File: src/rtl/nibble_sorter.sv
// nibble_sorter
// Sequential N-entry bubble sorter that drives an external combinational
// magnitude comparator (one compare per clock). Values arrive on a
// valid/ready load stream and leave in sorted order on a valid/ready drain
// stream.
//
// Optional build macro: NIBBLE_SORTER_EARLY_EXIT_EN
//   defined   -> a pass finishing without any swap ends SORT immediately
//   undefined -> SORT always runs the full N(N-1)/2 compares
//
// Ports:
//   clk, rst_n                           clock, async active-low reset
//   in_valid, in_ready, in_data          load stream (ready only in LOAD)
//   out_valid, out_ready, out_data,
//   out_last                             drain stream (valid only in DRAIN)
//   cmp_a, cmp_b                         operands mem[j] / mem[j+1] to comparator
//   cmp_isbig, cmp_iseq, cmp_issmall     comparator flags (a>b, a==b, a<b)
//   busy                                 high in SORT and DRAIN
//   swap_count                           swaps performed in the current sort
//   cmp_err                              sticky: flags not one-hot during SORT
module nibble_sorter #(
  parameter int N       = 4,
  parameter int W       = 4,
  parameter int DESCEND = 0
) (
  input  logic         clk,
  input  logic         rst_n,
  input  logic         in_valid,
  output logic         in_ready,
  input  logic [W-1:0] in_data,
  output logic         out_valid,
  input  logic         out_ready,
  output logic [W-1:0] out_data,
  output logic         out_last,
  output logic [W-1:0] cmp_a,
  output logic [W-1:0] cmp_b,
  input  logic         cmp_isbig,
  input  logic         cmp_iseq,
  input  logic         cmp_issmall,
  output logic         busy,
  output logic [5:0]   swap_count,
  output logic         cmp_err
);

  localparam int IW = (N > 2) ? $clog2(N) : 1;
  localparam logic [IW-1:0] LAST_IDX = IW'(N - 1);
  localparam logic [IW-1:0] LAST_CMP = IW'(N - 2);

  typedef enum logic [1:0] {
    ST_LOAD  = 2'd0,
    ST_SORT  = 2'd1,
    ST_DRAIN = 2'd2
  } state_t;

  state_t        state_q, state_d;
  logic [W-1:0]  mem_q [N];
  logic [W-1:0]  mem_d [N];
  logic [IW-1:0] wr_idx_q, wr_idx_d;
  logic [IW-1:0] rd_idx_q, rd_idx_d;
  logic [IW-1:0] j_q, j_d;
  logic [IW-1:0] pass_q, pass_d;
  logic [5:0]    swap_count_q, swap_count_d;
  logic          cmp_err_q, cmp_err_d;

  logic [IW-1:0] j_next_s;
  logic          flags_ok_s;
  logic          swap_req_s;
  logic          do_swap_s;
  logic          early_exit_s;

  // Exactly one comparator flag may be set for a trustworthy compare result.
  function automatic logic flags_one_hot(input logic [2:0] flags);
    case (flags)
      3'b001, 3'b010, 3'b100: return 1'b1;
      default:                return 1'b0;
    endcase
  endfunction

  assign j_next_s   = j_q + IW'(1);
  assign cmp_a      = mem_q[j_q];
  assign cmp_b      = mem_q[j_next_s];
  assign flags_ok_s = flags_one_hot({cmp_isbig, cmp_iseq, cmp_issmall});
  // iseq never requests a swap, which keeps equal values in load order.
  assign swap_req_s = (DESCEND != 0) ? cmp_issmall : cmp_isbig;
  assign do_swap_s  = (state_q == ST_SORT) && flags_ok_s && swap_req_s;

`ifdef NIBBLE_SORTER_EARLY_EXIT_EN
  logic pass_swapped_q, pass_swapped_d;
  // Pass ends clean when neither an earlier compare nor this one swapped.
  assign early_exit_s = !(pass_swapped_q || do_swap_s);
`else
  assign early_exit_s = 1'b0;
`endif

  // Next-state and datapath update for LOAD / SORT / DRAIN.
  always_comb begin
    state_d      = state_q;
    mem_d        = mem_q;
    wr_idx_d     = wr_idx_q;
    rd_idx_d     = rd_idx_q;
    j_d          = j_q;
    pass_d       = pass_q;
    swap_count_d = swap_count_q;
    cmp_err_d    = cmp_err_q;
`ifdef NIBBLE_SORTER_EARLY_EXIT_EN
    pass_swapped_d = pass_swapped_q;
`endif
    case (state_q)
      ST_LOAD: begin
        if (in_valid) begin
          mem_d[wr_idx_q] = in_data;
          if (wr_idx_q == LAST_IDX) begin
            wr_idx_d     = {IW{1'b0}};
            j_d          = {IW{1'b0}};
            pass_d       = {IW{1'b0}};
            swap_count_d = 6'd0;
`ifdef NIBBLE_SORTER_EARLY_EXIT_EN
            pass_swapped_d = 1'b0;
`endif
            state_d      = ST_SORT;
          end else begin
            wr_idx_d = wr_idx_q + IW'(1);
          end
        end else begin
          wr_idx_d = wr_idx_q;
        end
      end
      ST_SORT: begin
        if (do_swap_s) begin
          mem_d[j_q]      = mem_q[j_next_s];
          mem_d[j_next_s] = mem_q[j_q];
          swap_count_d    = swap_count_q + 6'd1;
        end else begin
          swap_count_d = swap_count_q;
        end
        if (!flags_ok_s) begin
          cmp_err_d = 1'b1;
        end else begin
          cmp_err_d = cmp_err_q;
        end
        // Each pass shortens by one: the largest (or smallest) settles at the end.
        if (j_q == (LAST_CMP - pass_q)) begin
          j_d = {IW{1'b0}};
          if ((pass_q == LAST_CMP) || early_exit_s) begin
            rd_idx_d = {IW{1'b0}};
            state_d  = ST_DRAIN;
          end else begin
            pass_d = pass_q + IW'(1);
`ifdef NIBBLE_SORTER_EARLY_EXIT_EN
            pass_swapped_d = 1'b0;
`endif
          end
        end else begin
          j_d = j_next_s;
`ifdef NIBBLE_SORTER_EARLY_EXIT_EN
          pass_swapped_d = pass_swapped_q || do_swap_s;
`endif
        end
      end
      ST_DRAIN: begin
        if (out_ready) begin
          if (rd_idx_q == LAST_IDX) begin
            rd_idx_d = {IW{1'b0}};
            wr_idx_d = {IW{1'b0}};
            state_d  = ST_LOAD;
          end else begin
            rd_idx_d = rd_idx_q + IW'(1);
          end
        end else begin
          rd_idx_d = rd_idx_q;
        end
      end
      default: begin
        state_d = ST_LOAD;
      end
    endcase
  end

  // State, register file, indices and status flops.
  always_ff @(posedge clk or negedge rst_n) begin
    if (!rst_n) begin
      state_q      <= ST_LOAD;
      for (int i = 0; i < N; i++) begin
        mem_q[i] <= {W{1'b0}};
      end
      wr_idx_q     <= {IW{1'b0}};
      rd_idx_q     <= {IW{1'b0}};
      j_q          <= {IW{1'b0}};
      pass_q       <= {IW{1'b0}};
      swap_count_q <= 6'd0;
      cmp_err_q    <= 1'b0;
`ifdef NIBBLE_SORTER_EARLY_EXIT_EN
      pass_swapped_q <= 1'b0;
`endif
    end else begin
      state_q      <= state_d;
      mem_q        <= mem_d;
      wr_idx_q     <= wr_idx_d;
      rd_idx_q     <= rd_idx_d;
      j_q          <= j_d;
      pass_q       <= pass_d;
      swap_count_q <= swap_count_d;
      cmp_err_q    <= cmp_err_d;
`ifdef NIBBLE_SORTER_EARLY_EXIT_EN
      pass_swapped_q <= pass_swapped_d;
`endif
    end
  end

  // Outputs decode directly from flops; out_data is zero outside DRAIN.
  assign in_ready   = (state_q == ST_LOAD);
  assign out_valid  = (state_q == ST_DRAIN);
  assign busy       = (state_q == ST_SORT) || (state_q == ST_DRAIN);
  assign out_data   = out_valid ? mem_q[rd_idx_q] : {W{1'b0}};
  assign out_last   = out_valid && (rd_idx_q == LAST_IDX);
  assign swap_count = swap_count_q;
  assign cmp_err    = cmp_err_q;

endmodule

File: config.mk
export PLATFORM = sky130hd
export DESIGN_NAME = nibble_sorter
export DESIGN_NICKNAME = d
export VERILOG_FILES = /design/src/rtl/nibble_sorter.sv
export SDC_FILE = /design/constraint.sdc
export NUM_CORES = 1
export LEC_CHECK = 0
export ABC_AREA = 1
export CAP_MARGIN = 20
export CORE_MARGIN = 5
export CORE_UTILIZATION = 57
export CTS_CLUSTER_DIAMETER = 120
export DETAILED_ROUTE_END_ITERATION = 6
export HOLD_SLACK_MARGIN = 0.03
export PLACE_DENSITY = 0.88
export SYNTH_ARGS = -nofsm -noshare
export SYNTH_HDL_FRONTEND = slang
export SYNTH_SLANG_ARGS = --single-unit
File: constraint.sdc
create_clock -name clk -period 5.7 [get_ports clk]
set_input_delay 1.14 -clock clk [delete_from_list [all_inputs] [get_ports clk]]
set_output_delay 1.14 -clock clk [all_outputs]
set_load 0.005 [all_outputs]
## Yosys cells after proc, flatten, opt, wreduce, memory -nomap -nowiden

Index checks and enable logic that the tools add are counted.
W data, S select, Z words.

- Register bits after elaboration: 33
- Bits of input ports: 11
- Output and inout bits: 23
- Logic and storage cells: 115

- Add/subtract/negate cells: 6
- Magnitude comparators: 7
- Equality and inequality tests: 17
- Multiplexer cells: 49
- Bitwise operators: 5
- Reduce and logical (&&, ||, !) cells: 20

Operators by type and width:

| kind | number |
|---|---|
| $bwmux W16 | 3 |
| $mux W4 | 10 |
| $mux W2 | 17 |
| $mux W16 | 2 |
| $pmux W16 S2 | 1 |
| $bmux W4 S2 | 3 |
| $demux W4 S2 | 3 |
| $mux W6 | 3 |
| $pmux W2 S2 | 4 |
| $ge A3 B3 Y1 const B | 4 |
| $not A2 Y3 | 4 |
| $pmux W6 S2 | 1 |
| $reduce_and A4 Y1 | 3 |
| $ne A2 B2 Y1 const B | 5 |
| $lt A3 B1 Y1 const B | 3 |
| $add A2 B1 Y2 const B | 4 |
| $eq A2 B2 Y1 const B | 4 |
| $add A6 B1 Y6 const B | 1 |
| $logic_and A1 B1 Y1 | 6 |
| $ne A2 B1 Y1 const B | 3 |
| $pmux W2 S3 | 1 |
| $reduce_and A3 Y1 | 2 |
| $reduce_and A6 Y1 | 1 |
| $reduce_bool A2 Y1 | 3 |
| other kinds (13) | 13 |

## Depth between registers and ports, before layout

- Depth after elaboration: 9
- Depth in mapped cells: 11
- Depth with buffers taken out: 9

## Worst setup path after synthesis

OpenSTA, ideal clock, no wires.

- Path type: flip-flop to output port
- Start: reg j_q[0]
- End: out cmp_b[0]
- Data arrival time: 1473 ps
- Required time: 4560 ps
- Slack: 3087 ps
- Cell stages (with the launch flop): 8
- Path buffers: 2
- Cell sequence: dfrtp_1 > buf_6 > inv_6 > buf_6 > ha_1 > inv_1 > nand3_1 > and2_1

- Cells in the longest elaborated chain, start to end: 5

RTL lines:

| what | RTL line | text |
|---|---|---|
| start, declared | 60 | `logic [IW-1:0] j_q, j_d;` |
| start signal, assigned | 188 | `j_q <= {IW{1'b0}};` |
| start signal, assigned | 200 | `j_q <= j_d;` |
| $add A2 B1 Y2 | 79 | `assign j_next_s = j_q + IW'(1);` |
| $not A2 Y3 (implied by the code) | 81 | `assign cmp_b = mem_q[j_next_s];` |
| $bmux W4 S2 | 81 |  |
| $mux W4 (implied by the code) (2 in series) | 81 |  |
| end, declared | 36 | `output logic [W-1:0] cmp_b,` |

No other way between the ends. The select of a mux whose other input is x is not followed.

## Final worst setup path

Same ends and word-level chain as after synthesis.

==> impl_metrics.ini <==
[outcome]
status = finished, final reports clean

[clocking]
post_cts_resized = 0
cts_root_buf = clkbuf_8
clockBufferDepth = 2
ctsHoldBuffers = 0
clk_pin_slew_ns = 0.07
cts_tree = yes
cts_buffers = 5
worst_skew_pair.late_latency_ns = 0.29
cts_max_level = 2
clock-sinks = 33
cts_setup_buffers = 0

[worst_hold_path]
min_path_type = reg2reg
min_to = cmp_err
hold_depth = 1
hp-start = cmp_err

[critical_path]
cp-start-kind = register
r2r_end = mem_q[9]
worst_path_max_delay_cell = dfrtp_1
path_buf_inv = 3
reg2reg_slack_ns = 3.44
crit_start = j_q[0]
timing.rr.start = j_q[0]
worst_setup_path_end_kind = primary output
worst-setup-path-type = reg2out
critPathRequiredTime_ns = 4.56
slowest_delay_ns = 0.79
crit_chain = inv_6 -> ha_1 -> inv_1 -> nand3_1 -> and2_1 -> clkdlybuf4s50_1
critPathTopFamily = flip-flops
critical_path_arrival_ns = 2.64
reg2reg_depth = 7
cp_max_fo = 20

[placement]
io_buffer_count = 33
gp_congestion = 0.973
hpwl_um = 5870

[sta]
setup_violations = 0
final_max_slew_viol_count = 0
fin_crit_ns = 3.78
fin_crit_sh = 0.663
finalSetupTns_ns = 0
timing.final.hold_violations = 0
skew_ns = 0.00281
slew_headroom = 0.536
worstMarginPinSlew_ns = 0.697
rsz0062_at_grt = no
max_freq_mhz = 265

[synthesis]
synth_area_sq_um = 2760
async_flop_share = 1.00
synth-seq-cells = 33
avgSynthCellArea_sq_um = 6.45
synth-compound-area-share = 0.136
synth.distinct_cells = 28
ys.flop_type = dfrtp_1
syn_nets = 453
yosys.area_share.adder = 0.0635
synth_edf_count = 0
synth_top_family_by_area = simple AND/OR/NAND/NOR gates
synth_xor_area_frac = 0.00952
synth-seq-area-share = 0.299
muxShareOfSynthArea = 0
synthSimpleGateAreaFrac = 0.373
synth_cells = 428
yosysWarnings = 0

[global_routing]
grt_pass1_wl_um = 13100
use_met2 = 0.442
grt-ovfl-total = 0
grt_max_degree = 34
grt_use_total = 0.263
grt_pass1_vias = 2755
antenna_found_initial = 0
use_met3 = 0.0530
grtUsageMet1 = 0.334
top_usage_layer = met2

[floorplanning]
die_height_um = 79.6
rows = 25
dieArea_sq_um = 6330
pin_count = 34
dieWidth_um = 79.6
start_util = 0.584
core_sq_um = 4720

[route]
vias = 2924
viasPerCell = 5.56
route.detailed.drc = 0
drt-total-wl_um = 7900
ant_nets = 0
drtIter0Drc = 298
wire_per_inst_um = 15.0
firstDrtPassIters = 5

[pwr]
power.total_mw = 1.96
p_leak_nw = 1.65
vdd_drop_max_uv = 347
power.density_nw_per_um2 = 610

[job]
max-cap-violations = 0

[layout]
synthToLayoutAreaGrowth_pct = 16.1
drive_above_1_share = 0.0588
layout.nets = 483
fillers = 442
insertedDiodeCount = 0
utilization = 0.679
-- logic make-up after synthesis --
family                     after synthesis
xor gates and xnor gates                 3
AOI/OAI and AO/OA                       66
DFF                                     33
and+or+nand+nor                        236
adders and majority gates               14
buffers and inverters                   76
-- worst max-delay path by stage --
stage / slack, ns / depth (start not counted) / to
2_1_floorplan: 3.09 / 7 / cmp_b[0]
3_3_place_gp: 2.26 / 6 / cmp_b[3]
3_5_place_dp: 2.25 / 6 / cmp_b[3]
4_1_cts: 1.94 / 6 / cmp_b[3]
5_1_grt: 1.75 / 6 / cmp_b[0]
6_report: 1.92 / 6 / cmp_b[0]
-- flip-flops by register name, indices dropped and copies added (netlist names) --
signal / cells
pass_q: 2
j_q: 2
state_q: 2
swap_count: 6
cmp_err: 1
wr_idx_q: 2
mem_q: 16
rd_idx_q: 2
-- through the flow --
step,hold WS [ns],instance area (sq um),worst slack (ns),cells
final,0.481,3210,1.92,526
after global placement,0.460,3100,2.26,518
after global routing,0.516,3210,1.75,526
after detailed placement,0.454,3100,2.25,518
after floorplan,0.457,2760,3.09,428
after CTS,0.481,3210,1.94,526
-- synthesized netlist by cell type, types with 2 or more instances --
cell,instances,area share
a21oi_2,7,0.022
buf_2,3,0.0054
o21ai_0,27,0.049
nor2_1,42,0.057
inv_1,62,0.084
and2_1,8,0.018
nand3_1,63,0.11
clkbuf_2,2,0.0036
nand2_1,113,0.15
ha_1,14,0.063
o21ai_1,2,0.0036
nand4_1,2,0.0045
nand3_2,4,0.015
buf_6,4,0.016
clkbuf_1,2,0.0027
a21oi_1,27,0.049
xnor2_1,3,0.0095
dfrtp_1,33,0.30
-- area by class of cell --
type	count	area (sq um)	area share
tap	67	83.8	0.0262
clock inverter	1	5.00	0.00156
multi-input combinational	319	1600	0.500
sequential	33	826	0.258
timing repair buffer	35	345	0.108
inverter	64	245	0.0765
clock buffer	7	96.3	0.0301
-- layout by cell type (no fill, tap or decap) --
cell type	n
inv_1	62
nor2_1	42
dfrtp_1	33
a31o_2	1
a21oi_4	1
nor2_2	1
xnor2_1	3
nor2_4	1
clkinv_1	1
a21oi_2	7
nand2_1	113
nand4_1	2
nor3_1	1
clkinv_2	1
nand3_1	63
inv_6	1
a21oi_1	27
nand2_2	1
o21ai_1	2
ha_1	14
o31ai_1	1
and2_1	8
o21ai_0	27
clkbuf_8	7
buf_4	2
nand3_2	4
clkdlybuf4s50_1	33
-- report_power, final --
group / leakage, nW / total (mW) / internal [mW] / switching (mW)
clock: 0.0542 / 0.197 / 0.109 / 0.0882
sequential: 0.403 / 0.469 / 0.334 / 0.135
combinational: 1.19 / 1.29 / 0.508 / 0.782
total: 1.65 / 1.96 / 0.951 / 1.01
-- layer usage --
layer / wire length, um / up-vias
met3: 624 / 26
met5: 0 / -
met2: 3810 / 149
met1: 3250 / 1318
li1: - / 1431
met4: 209 / 0
Power figures use the tool's default switching activity.
